===== config.mk =====
export PLATFORM = sky130hd
export DESIGN_NAME = rm_monitor_ctrl
export DESIGN_NICKNAME = d
export VERILOG_FILES = /design/src/rtl/rm_monitor_ctrl.sv
export SDC_FILE = /design/constraint.sdc
export NUM_CORES = 1
export LEC_CHECK = 0
export ABC_CLOCK_PERIOD_IN_PS = 1500
export CAP_MARGIN = 20
export CORE_MARGIN = 2
export CORE_UTILIZATION = 34
export CTS_CLUSTER_DIAMETER = 200
export DETAILED_ROUTE_END_ITERATION = 6
export GPL_TIMING_DRIVEN = 1
export PLACE_DENSITY = 0.69
export SLEW_MARGIN = 20
export SYNTH_ARGS = -nofsm -noshare
export SYNTH_HDL_FRONTEND = slang
export SYNTH_SLANG_ARGS = --single-unit

===== constraint.sdc =====
create_clock -name clk -period 1.5 [get_ports clk]
set_clock_uncertainty 0.05 [all_clocks]
set_input_delay 0.3 -clock clk [delete_from_list [all_inputs] [get_ports clk]]
set_output_delay 0.3 -clock clk [all_outputs]
set_load 0.01 [all_outputs]

===== src/rtl/rm_monitor_ctrl.sv =====
// rm_monitor_ctrl
// Front end for a runtime-verification monitor. It arbitrates two
// valid/ready symbol streams into one monitor input and keeps sticky
// violation status. The monitor is held in reset for two cycles after
// reset or clear. Optionally it stops symbol issue on a violation.
//
// Optional feature macro: RM_CTRL_VCNT_EN
//   When defined, a 16-bit saturating count of violation cycles is kept
//   and exported on viol_count.
//   When undefined, that port and its counter do not exist.

module rm_monitor_ctrl #(
  parameter int SYM_W   = 8,
  parameter int NUM_LTL = 4
) (
  input  logic               clk,
  input  logic               reset,
  input  logic               enable,
  input  logic               clear,
  input  logic               halt_on_viol,
  input  logic               a_valid,
  input  logic [SYM_W-1:0]   a_symbols,
  output logic               a_ready,
  input  logic               b_valid,
  input  logic [SYM_W-1:0]   b_symbols,
  output logic               b_ready,
  output logic               mon_run,
  output logic [SYM_W-1:0]   mon_symbols,
  output logic               mon_reset,
  input  logic [NUM_LTL-1:0] mon_flags,
  output logic [NUM_LTL-1:0] viol_sticky,
  output logic               halted
`ifdef RM_CTRL_VCNT_EN
  ,
  output logic [15:0]        viol_count
`endif
);

  typedef enum logic [1:0] {
    ST_INIT   = 2'd0,
    ST_ACTIVE = 2'd1,
    ST_HALT   = 2'd2
  } state_t;

  // Round-robin pointer encoding: which requester wins on contention.
  localparam logic PTR_A = 1'b0;
  localparam logic PTR_B = 1'b1;

  state_t             state_r;
  logic               init_cnt_r;     // 0 = first INIT cycle, 1 = second
  logic               ptr_r;
  logic               mon_reset_r;
  logic               halted_r;
  logic [NUM_LTL-1:0] sticky_r;
  logic               mon_run_r;
  logic [SYM_W-1:0]   mon_symbols_r;

  logic               grant_a_s;
  logic               grant_b_s;
  logic               viol_any_s;
  logic               can_grant_s;

  assign viol_any_s  = |mon_flags;
  // clear wins over any same-cycle grant.
  assign can_grant_s = (state_r == ST_ACTIVE) && enable && !clear;

  // Combinational arbitration: one winner per cycle, round-robin on contention.
  always_comb begin
    grant_a_s = 1'b0;
    grant_b_s = 1'b0;
    if (can_grant_s) begin
      if (a_valid && b_valid) begin
        if (ptr_r == PTR_A) begin
          grant_a_s = 1'b1;
        end else begin
          grant_b_s = 1'b1;
        end
      end else if (a_valid) begin
        grant_a_s = 1'b1;
      end else if (b_valid) begin
        grant_b_s = 1'b1;
      end else begin
        grant_a_s = 1'b0;
        grant_b_s = 1'b0;
      end
    end else begin
      grant_a_s = 1'b0;
      grant_b_s = 1'b0;
    end
  end

  assign a_ready = grant_a_s;
  assign b_ready = grant_b_s;

  // Control FSM: INIT countdown, sticky flag accumulation, halt and pointer.
  always_ff @(posedge clk or negedge reset) begin
    if (!reset) begin
      state_r     <= ST_INIT;
      init_cnt_r  <= 1'b0;
      ptr_r       <= PTR_A;
      mon_reset_r <= 1'b1;
      halted_r    <= 1'b0;
      sticky_r    <= {NUM_LTL{1'b0}};
    end else if (clear) begin
      state_r     <= ST_INIT;
      init_cnt_r  <= 1'b0;
      ptr_r       <= PTR_A;
      mon_reset_r <= 1'b1;
      halted_r    <= 1'b0;
      sticky_r    <= {NUM_LTL{1'b0}};
    end else begin
      case (state_r)
        ST_INIT: begin
          // Two full cycles with the monitor held in reset.
          if (init_cnt_r == 1'b1) begin
            state_r     <= ST_ACTIVE;
            init_cnt_r  <= 1'b0;
            mon_reset_r <= 1'b0;
          end else begin
            init_cnt_r  <= 1'b1;
          end
        end
        ST_ACTIVE: begin
          sticky_r <= sticky_r | mon_flags;
          if (grant_a_s) begin
            ptr_r <= PTR_B;
          end else if (grant_b_s) begin
            ptr_r <= PTR_A;
          end else begin
            ptr_r <= ptr_r;
          end
          // A grant taken this cycle still issues; only later ones stop.
          if (viol_any_s && halt_on_viol) begin
            state_r  <= ST_HALT;
            halted_r <= 1'b1;
          end else begin
            state_r  <= ST_ACTIVE;
          end
        end
        ST_HALT: begin
          // Only clear leaves HALT; status is frozen here.
          state_r  <= ST_HALT;
          halted_r <= 1'b1;
        end
        default: begin
          state_r     <= ST_INIT;
          init_cnt_r  <= 1'b0;
          mon_reset_r <= 1'b1;
          halted_r    <= 1'b0;
        end
      endcase
    end
  end

  // Issue register: the granted symbol goes to the monitor one cycle after the grant.
  always_ff @(posedge clk or negedge reset) begin
    if (!reset) begin
      mon_run_r     <= 1'b0;
      mon_symbols_r <= {SYM_W{1'b0}};
    end else if (grant_a_s) begin
      mon_run_r     <= 1'b1;
      mon_symbols_r <= a_symbols;
    end else if (grant_b_s) begin
      mon_run_r     <= 1'b1;
      mon_symbols_r <= b_symbols;
    end else begin
      mon_run_r     <= 1'b0;
      mon_symbols_r <= mon_symbols_r;
    end
  end

  assign mon_run     = mon_run_r;
  assign mon_symbols = mon_symbols_r;
  assign mon_reset   = mon_reset_r;
  assign halted      = halted_r;
  assign viol_sticky = sticky_r;

`ifdef RM_CTRL_VCNT_EN
  logic [15:0] vcnt_r;

  // Saturating count of ACTIVE cycles that carry any violation flag.
  always_ff @(posedge clk or negedge reset) begin
    if (!reset) begin
      vcnt_r <= 16'h0000;
    end else if (clear) begin
      vcnt_r <= 16'h0000;
    end else if ((state_r == ST_ACTIVE) && viol_any_s && (vcnt_r != 16'hFFFF)) begin
      vcnt_r <= vcnt_r + 16'h0001;
    end else begin
      vcnt_r <= vcnt_r;
    end
  end

  assign viol_count = vcnt_r;
`endif

endmodule


==> results.sh, run 1 <==
export IMPL_status="complete, but fails checks"
export IMPL_violations="negative setup slack"
export IMPL_yosys_most_used_dff="dfrtp_1"
export IMPL_ys_warn_count=0
export IMPL_hold_violations=0
export IMPL_die_w_um=59.5
export IMPL_setup_violations=10
export IMPL_p_per_area_nw_per_um2=1400
export IMPL_cap_violations=0
export IMPL_boundaryPins=44
export IMPL_worstSetupPathType="reg2out"
export IMPL_antenna_cells=0
export IMPL_stdcell_count=191
export IMPL_seq_area_um2=477
export IMPL_synth_area_leader_cell="dfrtp_1"
export IMPL_max_slew_margin_pct=72.5
export IMPL_syn_inst=100
export IMPL_synth_xor_area_share_pct=0
export IMPL_min_period_ps=1750
export IMPL_cts_hold_buffers=0
export IMPL_period_share_pct=117
export IMPL_drive_gt1_share_pct=35.4
export IMPL_worst_pin_slew_ps=408
export IMPL_cts_sinks=19
export IMPL_cts_buffer_depth=2
export IMPL_final_common_cell="clkdlybuf4s50_1"
export IMPL_grt_overflow_total=0
export IMPL_synth_fp_nets=130
export IMPL_drv_slew=0
export IMPL_viasPerCell=5.26
export IMPL_dieHeight_um=59.5
export IMPL_synth_compound_area_share_pct=29.2
export IMPL_dp_hpwl_um=2090
export IMPL_cp_data_arrival_time_ps=1400
export IMPL_grt_util_all_layers_pct=17.7
export IMPL_core_area_um2=2980
export IMPL_io_buffers=43
export IMPL_numCtsBuffers=3
export IMPL_yosysTopAreaCellShare_pct=43.1
export IMPL_grt_first_pass_wirelength_um=4560
export IMPL_wl_um=2880
export IMPL_cp_end_kind="primary output"
export IMPL_drc=0
export IMPL_syn_area_um2=1050
export IMPL_hp_class="in2async"
export IMPL_layout_common_cells="clkdlybuf4s50_1 (26), dfrtp_1 (18), buf_4 (16)"
export IMPL_ant_nets=0
export IMPL_synth_avg_cell_area_um2=10.5
export IMPL_start_util_pct=35.1
export IMPL_reg2reg_depth=7
export IMPL_row_count=20
export IMPL_synth_top_family_by_area="compound AO/OA/AOI/OAI gates"
export IMPL_routedWlPerCell_um=15.1
export IMPL_critPathTopFamily="flip-flops"
export IMPL_cp_data_required_time_ps=1150
export IMPL_firstDrtPassIters=4
export IMPL_timing_rr_end="mon_symbols[0]"
export IMPL_dp_cells=185
export IMPL_root_buffer="clkbuf_4"
export IMPL_grt_max_degree=20
export IMPL_vias=1004
export IMPL_synthSimpleGateAreaFrac_pct=13.4
export IMPL_clock_latency_ps=320
export IMPL_antenna_found_initial=0
export IMPL_power_leakage_nw=0.721
export IMPL_path_buf_inv=3
export IMPL_rsz0062_at_grt="yes"
export IMPL_vdd_drop_max_uv=463
export IMPL_cts_tree="yes"
export IMPL_max_stage_delay_ps=410
export IMPL_synthArstFlopShare_pct=100
export IMPL_setup_slack_ps=-249
export IMPL_grt_pass1_vias=1008
export IMPL_place_congestion=0.783
export IMPL_critPathLaunchType="flop"
export IMPL_pre_cts_slack_ps=-607
export IMPL_synthAdderAreaFrac_pct=3.59
export IMPL_htreeDepth=1
export IMPL_clk_pin_slew_ps=120
export IMPL_num_fill_cells=246
export IMPL_r2r_start="state_r[1]"
export IMPL_critical_path_max_fanout=2
export IMPL_ys_seq_elements=19
export IMPL_timing_fmax_ghz=0.572
export IMPL_fin_nets=189
export IMPL_areaGrowthSynthToFinish_pct=66.5
export IMPL_seq_area_frac_synth_pct=45.6
export IMPL_die_area_um2=3540
export IMPL_crit_chain="inv_2, ha_4, nand3b_1, buf_4, nor2_4, buf_6"
export IMPL_synth_edf_count=0
export IMPL_ys_types=30
export IMPL_synthMuxAreaShare_pct=0.957
export IMPL_synthTopCellsByArea="dfrtp_1 (43%), a31oi_2 (9.6%), a21oi_1 (6.2%), o21ai_0 (4.3%), buf_6 (4.3%)"
export IMPL_multi_input_area_um2=616
export IMPL_drt_initial_drc_count=26
export IMPL_crit_slowest_cell="dfrtp_1"
export IMPL_ff2ff_setup_slack_ps=-80
==> worst max path at each step <==
stage,startpoint,end,cells after the start
global route,state_r[1],b_ready,5
detailed placement,clear,a_ready,5
finish,state_r[1],a_ready,6
global placement,clear,b_ready,4
floorplan,state_r[0],mon_symbols[0],7
CTS,state_r[1],a_ready,6
==> per-stage QoR <==
stage                     util, %  hold WS [ps]  area [um^2]  power [mW]  TNS [ps]
after detailed placement     53.4           436         1590        2.00     -4840
after CTS                    56.9           269         1700        2.30      -701
after global placement       53.4           427         1590        1.96     -4650
after global routing         58.5           272         1740        2.62     -1980
after floorplan                 -         -45.6         1050        1.43      -233
final                        58.5           261         1740        2.45      -935
==> cells by family (layout without fill, tap and decap cells) <==
kind of cell	count (synthesis)	in the layout
compound gates	39	39
fa+ha+maj	3	3
buf+inv	12	70
flops	19	19
mux	1	1
simple gates	26	26
==> final cells by class <==
| cell class | count | area share [%] |
|---|---|---|
| clock inverter | 1 | 0.287 |
| timing repair buffer | 62 | 32.3 |
| clock buffer | 3 | 1.29 |
| multi-input combinational | 69 | 35.3 |
| inverter | 4 | 1.01 |
| tap | 33 | 2.37 |
| sequential | 19 | 27.4 |
==> flip-flops by register name, summed over array words and instances, names as in the netlist <==
signal and count:
halted 1, init_cnt_r 1, mon_reset 1, mon_run 1
mon_symbols 8, ptr_r 1, state_r 2, viol_sticky 4
==> layer usage <==
| layer | routed length (um) | up-vias | global-route usage (%) |
|---|---|---|---|
| li1 | - | 480 | - |
| met1 | 1100 | 488 | 20.7 |
| met2 | 1590 | 31 | 31.7 |
| met3 | 130 | 5 | 1.97 |
| met4 | 65 | 0 | 8.77 |
| met5 | 0 | - | 0 |
==> timing repair <==
item	4_1_cts	5_1_grt
buffers inserted	5	1
pin swaps	5	5
gates cloned	0	0
endpoints found under the hold margin	0	0
endpoints found under the setup margin	26	16
resized for setup	47	11
==> cell usage after synthesis (3+ instances only) <==
cell and number:
clkbuf_1 3, inv_1 4, dfrtp_1 18, a31oi_2 8, nor2_1 7, ha_1 3, a21oi_1 13, nand3_1 8
nand2b_1 4, o21ai_0 9, buf_6 4
==> report_power, final <==
part	internal, mW	switching, mW	leakage (nW)
logic	0.720	0.638	0.467
registers	0.698	0.108	0.236
clock network	0.100	0.182	0.0177
Note: power is estimated with default switching activity, not from simulation.
==> inputs of run 2 (changes only) <==
Settings changed: CTS_CLUSTER_SIZE set to 40.
==> results of run 2 <==
No change in the layout: final DEF, timing and power equal those of run 1.
